**config.mk**
```make
export PLATFORM = sky130hd
export DESIGN_NAME = apuf_eval_ctrl
export DESIGN_NICKNAME = d
export VERILOG_FILES = /design/src/rtl/apuf_pkg.sv /design/src/rtl/apuf_chal_lfsr.sv /design/src/rtl/apuf_eval_ctrl.sv
export SDC_FILE = /design/constraint.sdc
export NUM_CORES = 1
export LEC_CHECK = 0
export BUFFER_PORTS_ARGS = -buffer_cell sky130_fd_sc_hd__buf_2
export CORE_ASPECT_RATIO = 0.6
export CORE_MARGIN = 2
export CORE_UTILIZATION = 55
export DETAILED_ROUTE_END_ITERATION = 10
export HOLD_SLACK_MARGIN = 0.03
export PLACE_DENSITY = 0.93
export SYNTH_ARGS = -nofsm -noshare
export SYNTH_HDL_FRONTEND = slang
export SYNTH_HIERARCHICAL = 1
export SYNTH_SLANG_ARGS = --single-unit
```
**constraint.sdc**
```tcl
create_clock -name clk -period 3 [get_ports clk]
set_input_delay 0.75 -clock clk [delete_from_list [all_inputs] [get_ports clk]]
set_output_delay 0.75 -clock clk [all_outputs]
set_load 0.02 [all_outputs]
```
**src/rtl/apuf_pkg.sv**
```systemverilog
`default_nettype none
// ============================================================================
// Module      : apuf_pkg
// Description : Shared constants, FSM state encoding and the majority-threshold
//               helper for the arbiter-PUF evaluation controller.
// Revision    : 1.0 - initial release
// ============================================================================
package apuf_pkg;

    localparam int CHAL_W_DEFAULT = 121;

    // Feedback polynomial x^121 + x^18 + 1
    localparam int LFSR_TAP_A = 121;
    localparam int LFSR_TAP_B = 18;

    typedef enum logic [2:0] {
        IDLE   = 3'd0,
        APPLY  = 3'd1,
        RISE   = 3'd2,
        SAMPLE = 3'd3,
        FALL   = 3'd4,
        DONE   = 3'd5
    } apuf_state_e;

    function automatic int maj_thresh(input int num_eval);
        return num_eval / 2;
    endfunction

endpackage
`default_nettype wire

```
**src/rtl/apuf_chal_lfsr.sv**
```systemverilog
`default_nettype none
// ============================================================================
// Module      : apuf_chal_lfsr
// Description : Fibonacci challenge LFSR with seed load, all-zero seed guard
//               and a single-step advance enable.
// Revision    : 1.0 - initial release
// ============================================================================
module apuf_chal_lfsr
    import apuf_pkg::*;
#(
    parameter int                CHAL_W    = CHAL_W_DEFAULT,
    parameter logic [CHAL_W-1:0] LFSR_INIT = {{(CHAL_W-1){1'b0}}, 1'b1}
) (
    input  logic              clk,
    input  logic              rst_n,
    input  logic              i_load,
    input  logic [CHAL_W-1:0] i_seed,
    input  logic              i_advance,
    output logic [CHAL_W-1:0] o_chal
);

    logic [CHAL_W-1:0] r_chal;
    logic              w_feedback;

    assign w_feedback = r_chal[LFSR_TAP_A-1] ^ r_chal[LFSR_TAP_B-1];

    // An all-zero state would lock the register, so a zero seed maps to LFSR_INIT.
    always_ff @(posedge clk or negedge rst_n) begin
        if (!rst_n) begin
            r_chal <= LFSR_INIT;
        end else if (i_load) begin
            r_chal <= (i_seed == '0) ? LFSR_INIT : i_seed;
        end else if (i_advance) begin
            r_chal <= {r_chal[CHAL_W-2:0], w_feedback};
        end
    end

    assign o_chal = r_chal;

endmodule
`default_nettype wire

```
**src/rtl/apuf_eval_ctrl.sv**
```systemverilog
`default_nettype none
// ============================================================================
// Module      : apuf_eval_ctrl
// Description : Drives challenges and race launches into one arbiter PUF,
//               majority-votes NUM_EVAL synchronised samples and returns the
//               result on a valid/ready port. Optional macro
//               APUF_RELIABILITY_EN adds resp_ones / resp_stable outputs.
// Revision    : 1.0 - initial release
// ============================================================================
module apuf_eval_ctrl
    import apuf_pkg::*;
#(
    parameter int                CHAL_W     = CHAL_W_DEFAULT,
    parameter int                SETTLE_CYC = 8,
    parameter int                NUM_EVAL   = 5,
    parameter logic [CHAL_W-1:0] LFSR_INIT  = {{(CHAL_W-1){1'b0}}, 1'b1}
) (
    input  logic                             clk,
    input  logic                             rst_n,
    input  logic                             start,
    input  logic                             seed_load,
    input  logic [CHAL_W-1:0]                seed,
    output logic [CHAL_W-1:0]                chal_o,
    output logic                             launch_o,
    input  logic                             apuf_q_i,
    output logic                             busy,
    output logic                             resp_valid,
    input  logic                             resp_ready,
    output logic                             resp_bit,
`ifdef APUF_RELIABILITY_EN
    output logic [$clog2(NUM_EVAL+1)-1:0]    resp_ones,
    output logic                             resp_stable,
`endif
    output logic [CHAL_W-1:0]                resp_chal
);

    localparam int ONES_W       = $clog2(NUM_EVAL + 1);
    localparam int EVAL_W       = $clog2(NUM_EVAL + 1);
    localparam int CYC_W        = $clog2(SETTLE_CYC);
    localparam int C_MAJ_THRESH = maj_thresh(NUM_EVAL);

    apuf_state_e        r_state;
    logic [CYC_W-1:0]   r_cyc;
    logic [EVAL_W-1:0]  r_eval;
    logic [ONES_W-1:0]  r_ones;
    logic [1:0]         r_sync;
    logic               r_launch;
    logic               r_valid;
    logic               r_resp_bit;
    logic [CHAL_W-1:0]  r_resp_chal;
    logic [ONES_W-1:0]  r_resp_ones;
    logic               r_resp_stable;

    logic               w_settled;
    logic               w_last_race;
    logic               w_lfsr_load;
    logic               w_lfsr_adv;
    logic [CHAL_W-1:0]  w_chal;

    assign w_settled   = (r_cyc == CYC_W'(SETTLE_CYC - 1));
    assign w_last_race = (r_eval == EVAL_W'(NUM_EVAL - 1));
    assign w_lfsr_load = (r_state == IDLE) && seed_load;
    assign w_lfsr_adv  = (r_state == DONE) && resp_ready;

    apuf_chal_lfsr #(
        .CHAL_W    (CHAL_W),
        .LFSR_INIT (LFSR_INIT)
    ) u_lfsr (
        .clk       (clk),
        .rst_n     (rst_n),
        .i_load    (w_lfsr_load),
        .i_seed    (seed),
        .i_advance (w_lfsr_adv),
        .o_chal    (w_chal)
    );

    // Free-running synchroniser for the arbiter output, which is asynchronous to clk.
    always_ff @(posedge clk or negedge rst_n) begin
        if (!rst_n) begin
            r_sync <= 2'b00;
        end else begin
            r_sync <= {r_sync[0], apuf_q_i};
        end
    end

    // launch_o comes straight from r_launch so the PUF sees a glitch-free edge.
    always_ff @(posedge clk or negedge rst_n) begin
        if (!rst_n) begin
            r_state       <= IDLE;
            r_cyc         <= '0;
            r_eval        <= '0;
            r_ones        <= '0;
            r_launch      <= 1'b0;
            r_valid       <= 1'b0;
            r_resp_bit    <= 1'b0;
            r_resp_chal   <= '0;
            r_resp_ones   <= '0;
            r_resp_stable <= 1'b0;
        end else begin
            case (r_state)
                IDLE: begin
                    if (start && !seed_load) begin
                        r_state <= APPLY;
                        r_cyc   <= '0;
                        r_eval  <= '0;
                        r_ones  <= '0;
                    end
                end
                APPLY: begin
                    r_state  <= RISE;
                    r_launch <= 1'b1;
                    r_cyc    <= '0;
                end
                RISE: begin
                    if (w_settled) begin
                        r_state <= SAMPLE;
                        r_cyc   <= '0;
                    end else begin
                        r_cyc <= r_cyc + CYC_W'(1);
                    end
                end
                SAMPLE: begin
                    r_ones   <= r_ones + ONES_W'(r_sync[1]);
                    r_state  <= FALL;
                    r_launch <= 1'b0;
                end
                FALL: begin
                    if (w_settled) begin
                        r_cyc <= '0;
                        if (w_last_race) begin
                            r_state       <= DONE;
                            r_valid       <= 1'b1;
                            r_resp_bit    <= (r_ones > ONES_W'(C_MAJ_THRESH));
                            r_resp_chal   <= w_chal;
                            r_resp_ones   <= r_ones;
                            r_resp_stable <= (r_ones == '0) || (r_ones == ONES_W'(NUM_EVAL));
                        end else begin
                            r_eval   <= r_eval + EVAL_W'(1);
                            r_state  <= RISE;
                            r_launch <= 1'b1;
                        end
                    end else begin
                        r_cyc <= r_cyc + CYC_W'(1);
                    end
                end
                DONE: begin
                    if (resp_ready) begin
                        r_state <= IDLE;
                        r_valid <= 1'b0;
                    end
                end
                default: begin
                    r_state  <= IDLE;
                    r_launch <= 1'b0;
                    r_valid  <= 1'b0;
                end
            endcase
        end
    end

    assign chal_o     = w_chal;
    assign launch_o   = r_launch;
    assign busy       = (r_state != IDLE);
    assign resp_valid = r_valid;
    assign resp_bit   = r_resp_bit;
    assign resp_chal  = r_resp_chal;

`ifdef APUF_RELIABILITY_EN
    assign resp_ones   = r_resp_ones;
    assign resp_stable = r_resp_stable;
`else
    logic w_unused_rel;
    assign w_unused_rel = ^{r_resp_ones, r_resp_stable};
`endif

endmodule
`default_nettype wire

```
After elaboration in Yosys (flattened, before gate mapping)
Cells that the tools add are included.
Widths: inputs -> output; s select.
{"block": "totals", "ff_bits": 259, "input_bits": 127, "wordCells": 74}
{"block": "classes", "n_addsub": 3, "magnitude_cmp": 1, "n_eq_ne": 13, "mux": 23, "bitwise_logic": 3, "n_reduce_logical": 21}
{"operator": "$mux 121", "count": 3}
{"operator": "$logic_not 121->1", "count": 1}
{"operator": "$mux 3", "count": 9}
{"operator": "$pmux 3 s6", "count": 1}
{"operator": "$eq 3x3->1 const B", "count": 4}
{"operator": "$pmux 3 s2", "count": 2}
{"operator": "$reduce_and 4->1", "count": 3}
{"operator": "$ne 2x2->1 const B", "count": 5}
{"operator": "$pmux 3 s3", "count": 1}
{"operator": "$add 3x1->3 const B", "count": 2}
{"operator": "$eq 3x2->1 const B", "count": 2}
{"operator": "$pmux 1 s3", "count": 2}
{"operator": "$reduce_and 3->1", "count": 2}
{"operator": "$reduce_bool 2->1", "count": 3}
{"operator": "$reduce_bool 3->1", "count": 2}
{"operator": "$mux 1", "count": 5}
{"operator": "$reduce_and 2->1", "count": 2}
{"operator": "$reduce_or 4->1", "count": 1}
{"operator": "$add 3x1->3", "count": 1}
{"operator": "$eq 3x1->1 const B", "count": 1}
{"operator": "$gt 3x2->1 const B", "count": 1}
{"operator": "$logic_and 1x1->1", "count": 3}
{"operator": "$logic_not 3->1", "count": 1}
{"operator": "$reduce_or 3->1", "count": 1}
{"operator": "5 further kinds", "count": 6}

Logic depth before layout (Yosys ltp)
{"block": "logic_depth", "word_depth": 4, "mapped_depth": 11}

Hierarchy
Netlist, hierarchy kept.
{"module": "apuf_chal_lfsr", "n_inst": 1, "cells_each": 569, "area_each_um2": 5766.8, "seq_area_each_um2": 3029.2}
{"module": "apuf_eval_ctrl", "n_inst": 1, "cells_each": 366, "area_each_um2": 5455.2, "seq_area_each_um2": 3453.3}

Worst setup path after synthesis
Ideal clock, no wire load.
{"block": "synth_timing", "path_kind": "register to register", "start": "register r_cyc[0]", "end": "register r_resp_chal[17] (netlist: resp_chal[17])", "t_arrival_ns": 1.944, "required_ns": 2.872, "slack_ns": 0.928, "stages_incl_launch_ff": 9, "synth_period_minus_slack_ns": 2.072, "path_cell_list": "dfrtp_1 -> ha_1 -> ha_1 -> and2_1 -> clkbuf_2 -> nor4b_4 -> buf_2 -> buf_4 -> mux2_1"}
{"block": "synth_via", "elab_chain_cells": 2}
{"element": "start: declaration", "line_no": "apuf_eval_ctrl.sv:43", "rtl": "logic [CYC_W-1:0] r_cyc;"}
{"element": "start signal: assignment", "line_no": "apuf_eval_ctrl.sv:119", "rtl": "r_cyc <= r_cyc + CYC_W'(1);"}
{"element": "start signal: assignment", "line_no": "apuf_eval_ctrl.sv:143", "rtl": "r_cyc <= r_cyc + CYC_W'(1);"}
{"element": "$eq 3x3->1", "line_no": "apuf_eval_ctrl.sv:60", "rtl": "assign w_settled = (r_cyc == CYC_W'(SETTLE_CYC - 1));"}
{"element": "$reduce_and 3->1 (no source line)"}
{"element": "end signal: assignment", "line_no": "apuf_eval_ctrl.sv:134", "rtl": "r_resp_chal <= w_chal;"}
{"element": "end: declaration", "line_no": "apuf_eval_ctrl.sv:50", "rtl": "logic [CHAL_W-1:0] r_resp_chal;"}
Every way passes these cells.
A chain may end at the register's enable or synchronous reset.

Final worst setup path
{"block": "layout_timing", "start": "register r_state[1]", "end": "output busy"}
{"block": "layout_via", "elab_chain_cells": 1}
{"element": "start: declaration", "line_no": "apuf_eval_ctrl.sv:42", "rtl": "apuf_state_e r_state;"}
{"element": "start signal: assignment", "line_no": "apuf_eval_ctrl.sv:89", "rtl": "r_state <= IDLE;"}
{"element": "start signal: assignment", "line_no": "apuf_eval_ctrl.sv:103", "rtl": "r_state <= APPLY;"}
{"element": "start signal: assignment", "line_no": "apuf_eval_ctrl.sv:110", "rtl": "r_state <= RISE;"}
{"element": "$reduce_bool 3->1", "line_no": "apuf_eval_ctrl.sv:163", "rtl": "assign busy = (r_state != IDLE);"}
{"element": "end: declaration", "line_no": "apuf_eval_ctrl.sv:26", "rtl": "output logic busy,"}
Every way passes these cells.

==> results_dict.tcl <==
set metrics [dict create \
    cts_buffer_depth 3 \
    worst_skew_pair.late_latency_ns 0.51 \
    crit-reg2reg-launch "r_cyc[0]" \
    critical-path-max-stage-delay_ns 0.57 \
    wire_per_inst_um 20.7 \
    worst_slew_pin_slew_ns 0.677 \
    clock_tree_from_tritoncts "done" \
    cts.hold.buffers_added 0 \
    max_cap_violations 0 \
    reg2regPathDepth 6 \
    setup_repair_after_global_routing_missed_its_margin "no" \
    groute.usage.overall_pct 29.7 \
    antenna_violations_before_repair 0 \
    syn-mean-instance-area_sq_um 12.0 \
    ys_types 38 \
    period_share_pct 81.1 \
    finish.net_count 1424 \
    required_time_reported_for_the_critical_path_endpoint_ns 2.25 \
    antenna_left 0 \
    first_global_vias 8970 \
    synth_enable_flop_cells 0 \
    drv_slew 0 \
    total_leakage_power_nw 7.11 \
    route.detailed.vias_per_inst 5.81 \
    yosys-top-cells-area "sky130_fd_sc_hd__dfrtp_1 (58%), sky130_fd_sc_hd__mux2i_1 (11%), sky130_fd_sc_hd__mux2_1 (6.8%)" \
    synth_flop_cell "sky130_fd_sc_hd__dfrtp_1" \
    placement.setup.worst_slack_ns 0.396 \
    route.vias.total 9172 \
    cp-start-kind "register" \
    class_of_the_tightest_hold_or_removal_check "in -> async" \
    max-slew-margin-rel_pct 54.4 \
    synth.cell_area_sq_um 11200 \
    postSynth.asyncResetShare_pct 100 \
    worst_ir_drop_vdd_mv 0.570 \
    cpMaxStageDelayCell "sky130_fd_sc_hd__dfrtp_1" \
    setup-tns-final_ns 0 \
    critPathBufInv 2 \
    timing.rr.end "resp_chal[81]" \
    post_cts_repair_setup_buffers 0 \
    yosys.area.top_type "sky130_fd_sc_hd__dfrtp_1" \
    cts.htree.levels 1 \
    fraction_of_final_layout_cells_sized_beyond_drive_strength_1_pct 37.3 \
    timing.clock.skew_ns 0.00947 \
    worst_path_dominant_cell_family "flip-flops" \
    total_cts_buffers 24 \
    post-route-drc-count 0 \
    path_cells "nor3_1, inv_1, buf_2" \
    clock_tree.root_cell "sky130_fd_sc_hd__clkbuf_16" \
    number_of_synthesis_warnings 6 \
    timing_hold_violations_final 0 \
    drt_first_pass_iters 5 \
    place.port_buffers 372 \
    data_arrival_at_the_endpoint_of_the_critical_path_ns 1.68 \
    number_of_drc_violations_after_detailed_routing_iteration_0 850 \
    criticalPathCategory "reg -> out" \
    timing.critical_path.from "r_state[1]" \
    critical_path.max_fanout 15 \
    area_delta_synth_final_pct 26.0 \
    dp_hpwl_um 23500 \
    antennaDiodeCount 0 \
    top_cell_type_s_share_of_synthesized_area_pct 57.5 \
    layout.filler_cells 1391 \
    run_status "finished, final reports clean" \
    number_of_core_rows 40 \
    seq_area_frac_synth_pct 57.8 \
    yosys_register_bits 259 \
    timing.final.ws_setup_ns 0.567 \
    grt_pass1_wl_um 50400 \
    worstSetupEndpointType "output pin" \
    reg2reg_setup_slack_ns 0.64 \
    postSynthCellCount 935 \
    clk_pin_slew_worst_paths_ns 0.07 \
    weighted_congestion_at_the_end_of_routability_driven_global_placement 0.900 \
    post_cts.resized_instances 0 \
    dieHeight_um 115 \
    globalRoute.totalOverflow 0 \
    design.portCount 373 \
    die_width_um 188 \
    numClockSinks 259 \
    setup_viol_count_final 0 \
    grt_max_degree 111 \
    areal_power_density_over_the_cells_nw_per_um2 900 \
    initial_core_util_pct 56.1 \
    synthesis.nets 1068 \
    max_freq_mhz 411 \
    fin_crit_ns 2.43 \
    drt-total-wl_um 32600 \
    die-area_sq_um 21600 \
    fp.coreArea_sq_um 20000 \
]
## how the worst max path moves through the flow
| stage | endpoint | slack (ns) | cells past startpoint |
|---|---|---|---|
| 2_1_floorplan | resp_chal[17] | 0.93 | 8 |
| 3_3_place_gp | u_lfsr/o_chal[0] | 0.39 | 6 |
| 3_5_place_dp | u_lfsr/o_chal[0] | 0.40 | 6 |
| 4_1_cts | busy | 0.54 | 3 |
| 5_1_grt | resp_chal[81] | 0.44 | 6 |
| 6_report | busy | 0.57 | 3 |
## power by group
group,internal (mW),switching (mW)
registers,4.39,1.15
logic,1.49,2.70
clock network,1.70,1.30
total,7.58,5.15
## flip-flops by register name, indices dropped and copies added (netlist names)
| signal | count |
|---|---|
| r_state | 3 |
| resp_chal | 121 |
| u_lfsr/o_chal | 121 |
| r_sync | 2 |
| resp_bit | 1 |
| r_cyc | 3 |
| r_ones | 3 |
| r_eval | 3 |
| launch_o | 1 |
| resp_valid | 1 |
## final cells by class
type / instances / area (sq um) / share of cell area (%)
Clock inverter: 9 / 78.8 / 0.557
Tap cell: 273 / 342 / 2.41
Sequential cell: 259 / 6480 / 45.8
Timing Repair Buffer: 390 / 2110 / 14.9
Multi-Input combinational cell: 607 / 4410 / 31.2
Inverter: 9 / 33.8 / 0.239
Clock buffer: 31 / 688 / 4.87
## metal layers
metal  track usage [%]  share of wire [%]  wire [um]  vias up
met4              7.66                2.4        770        0
met5                 0                  0          0        -
met1              42.6                 43      14100     4561
met3              5.27                7.9       2590       61
met2              47.5                 47      15200      512
li1                  -                  -          -     4038
## layout by cell type, fill, tap and decap left out, types with 2 or more instances in the layout
cell                         count
sky130_fd_sc_hd__buf_4          10
sky130_fd_sc_hd__a21oi_1        12
sky130_fd_sc_hd__nor4_1         30
sky130_fd_sc_hd__clkbuf_1        2
sky130_fd_sc_hd__dfrtp_1       258
sky130_fd_sc_hd__mux2_1         68
sky130_fd_sc_hd__and2_1          2
sky130_fd_sc_hd__nand4_1         7
sky130_fd_sc_hd__nand2_1       132
sky130_fd_sc_hd__mux2_2         54
sky130_fd_sc_hd__clkinvlp_4      2
sky130_fd_sc_hd__a22o_1          2
sky130_fd_sc_hd__ha_1            6
sky130_fd_sc_hd__o21ai_0       129
sky130_fd_sc_hd__buf_12          8
sky130_fd_sc_hd__xnor2_1         2
sky130_fd_sc_hd__mux2i_1       120
sky130_fd_sc_hd__o22ai_1         2
sky130_fd_sc_hd__clkinv_2        5
sky130_fd_sc_hd__a31oi_1         3
sky130_fd_sc_hd__nor3_1          4
sky130_fd_sc_hd__clkbuf_16      25
sky130_fd_sc_hd__nand3_1         4
sky130_fd_sc_hd__buf_2         371
sky130_fd_sc_hd__inv_1           9
sky130_fd_sc_hd__a32oi_1         2
sky130_fd_sc_hd__nand2b_1        2
sky130_fd_sc_hd__clkbuf_8        4
sky130_fd_sc_hd__o2bb2ai_1       2
sky130_fd_sc_hd__nor2_1         12
## through the flow
stage          area [sq um]  std cells  total power [mW]  utilization, %  hold slack [ns]
2_1_floorplan         11200        935              7.83               -            0.331
3_3_place_gp          13400       1538              9.48            66.8            0.338
3_5_place_dp          13400       1538              9.70            66.8            0.335
4_1_cts               14100       1578              12.8            70.7            0.243
5_1_grt               14100       1578              13.4            70.7            0.271
6_report              14100       1578              12.7            70.7            0.232
## synth_stat cells, drive strengths merged (2+ instances only)
cell type  instances
a32oi              2
nand2b             2
nor3               4
xnor2              2
a21oi             12
a22o               2
mux2             122
nand4              7
ha                 6
dfrtp            258
a31oi              3
clkbuf            30
o21ai            129
nor4              31
inv                9
o2bb2ai            2
nand2            132
buf               30
nand3              4
and2               3
nor2              13
mux2i            120
o22ai              2
## logic make-up (layout without fill, tap and decap cells)
| family | Yosys count | after routing | synth area share, % |
|---|---|---|---|
| xor gates and xnor gates | 2 | 2 | 0.156 |
| buffers and inverters | 69 | 439 | 3.00 |
| AOI/OAI and AO/OA | 157 | 157 | 7.41 |
| DFF | 259 | 259 | 57.8 |
| muxes | 242 | 242 | 22.9 |
| and+or+nand+nor | 200 | 200 | 8.05 |
| adders and majority gates | 6 | 6 | 0.669 |
Note: power is estimated with default switching activity, not from simulation.
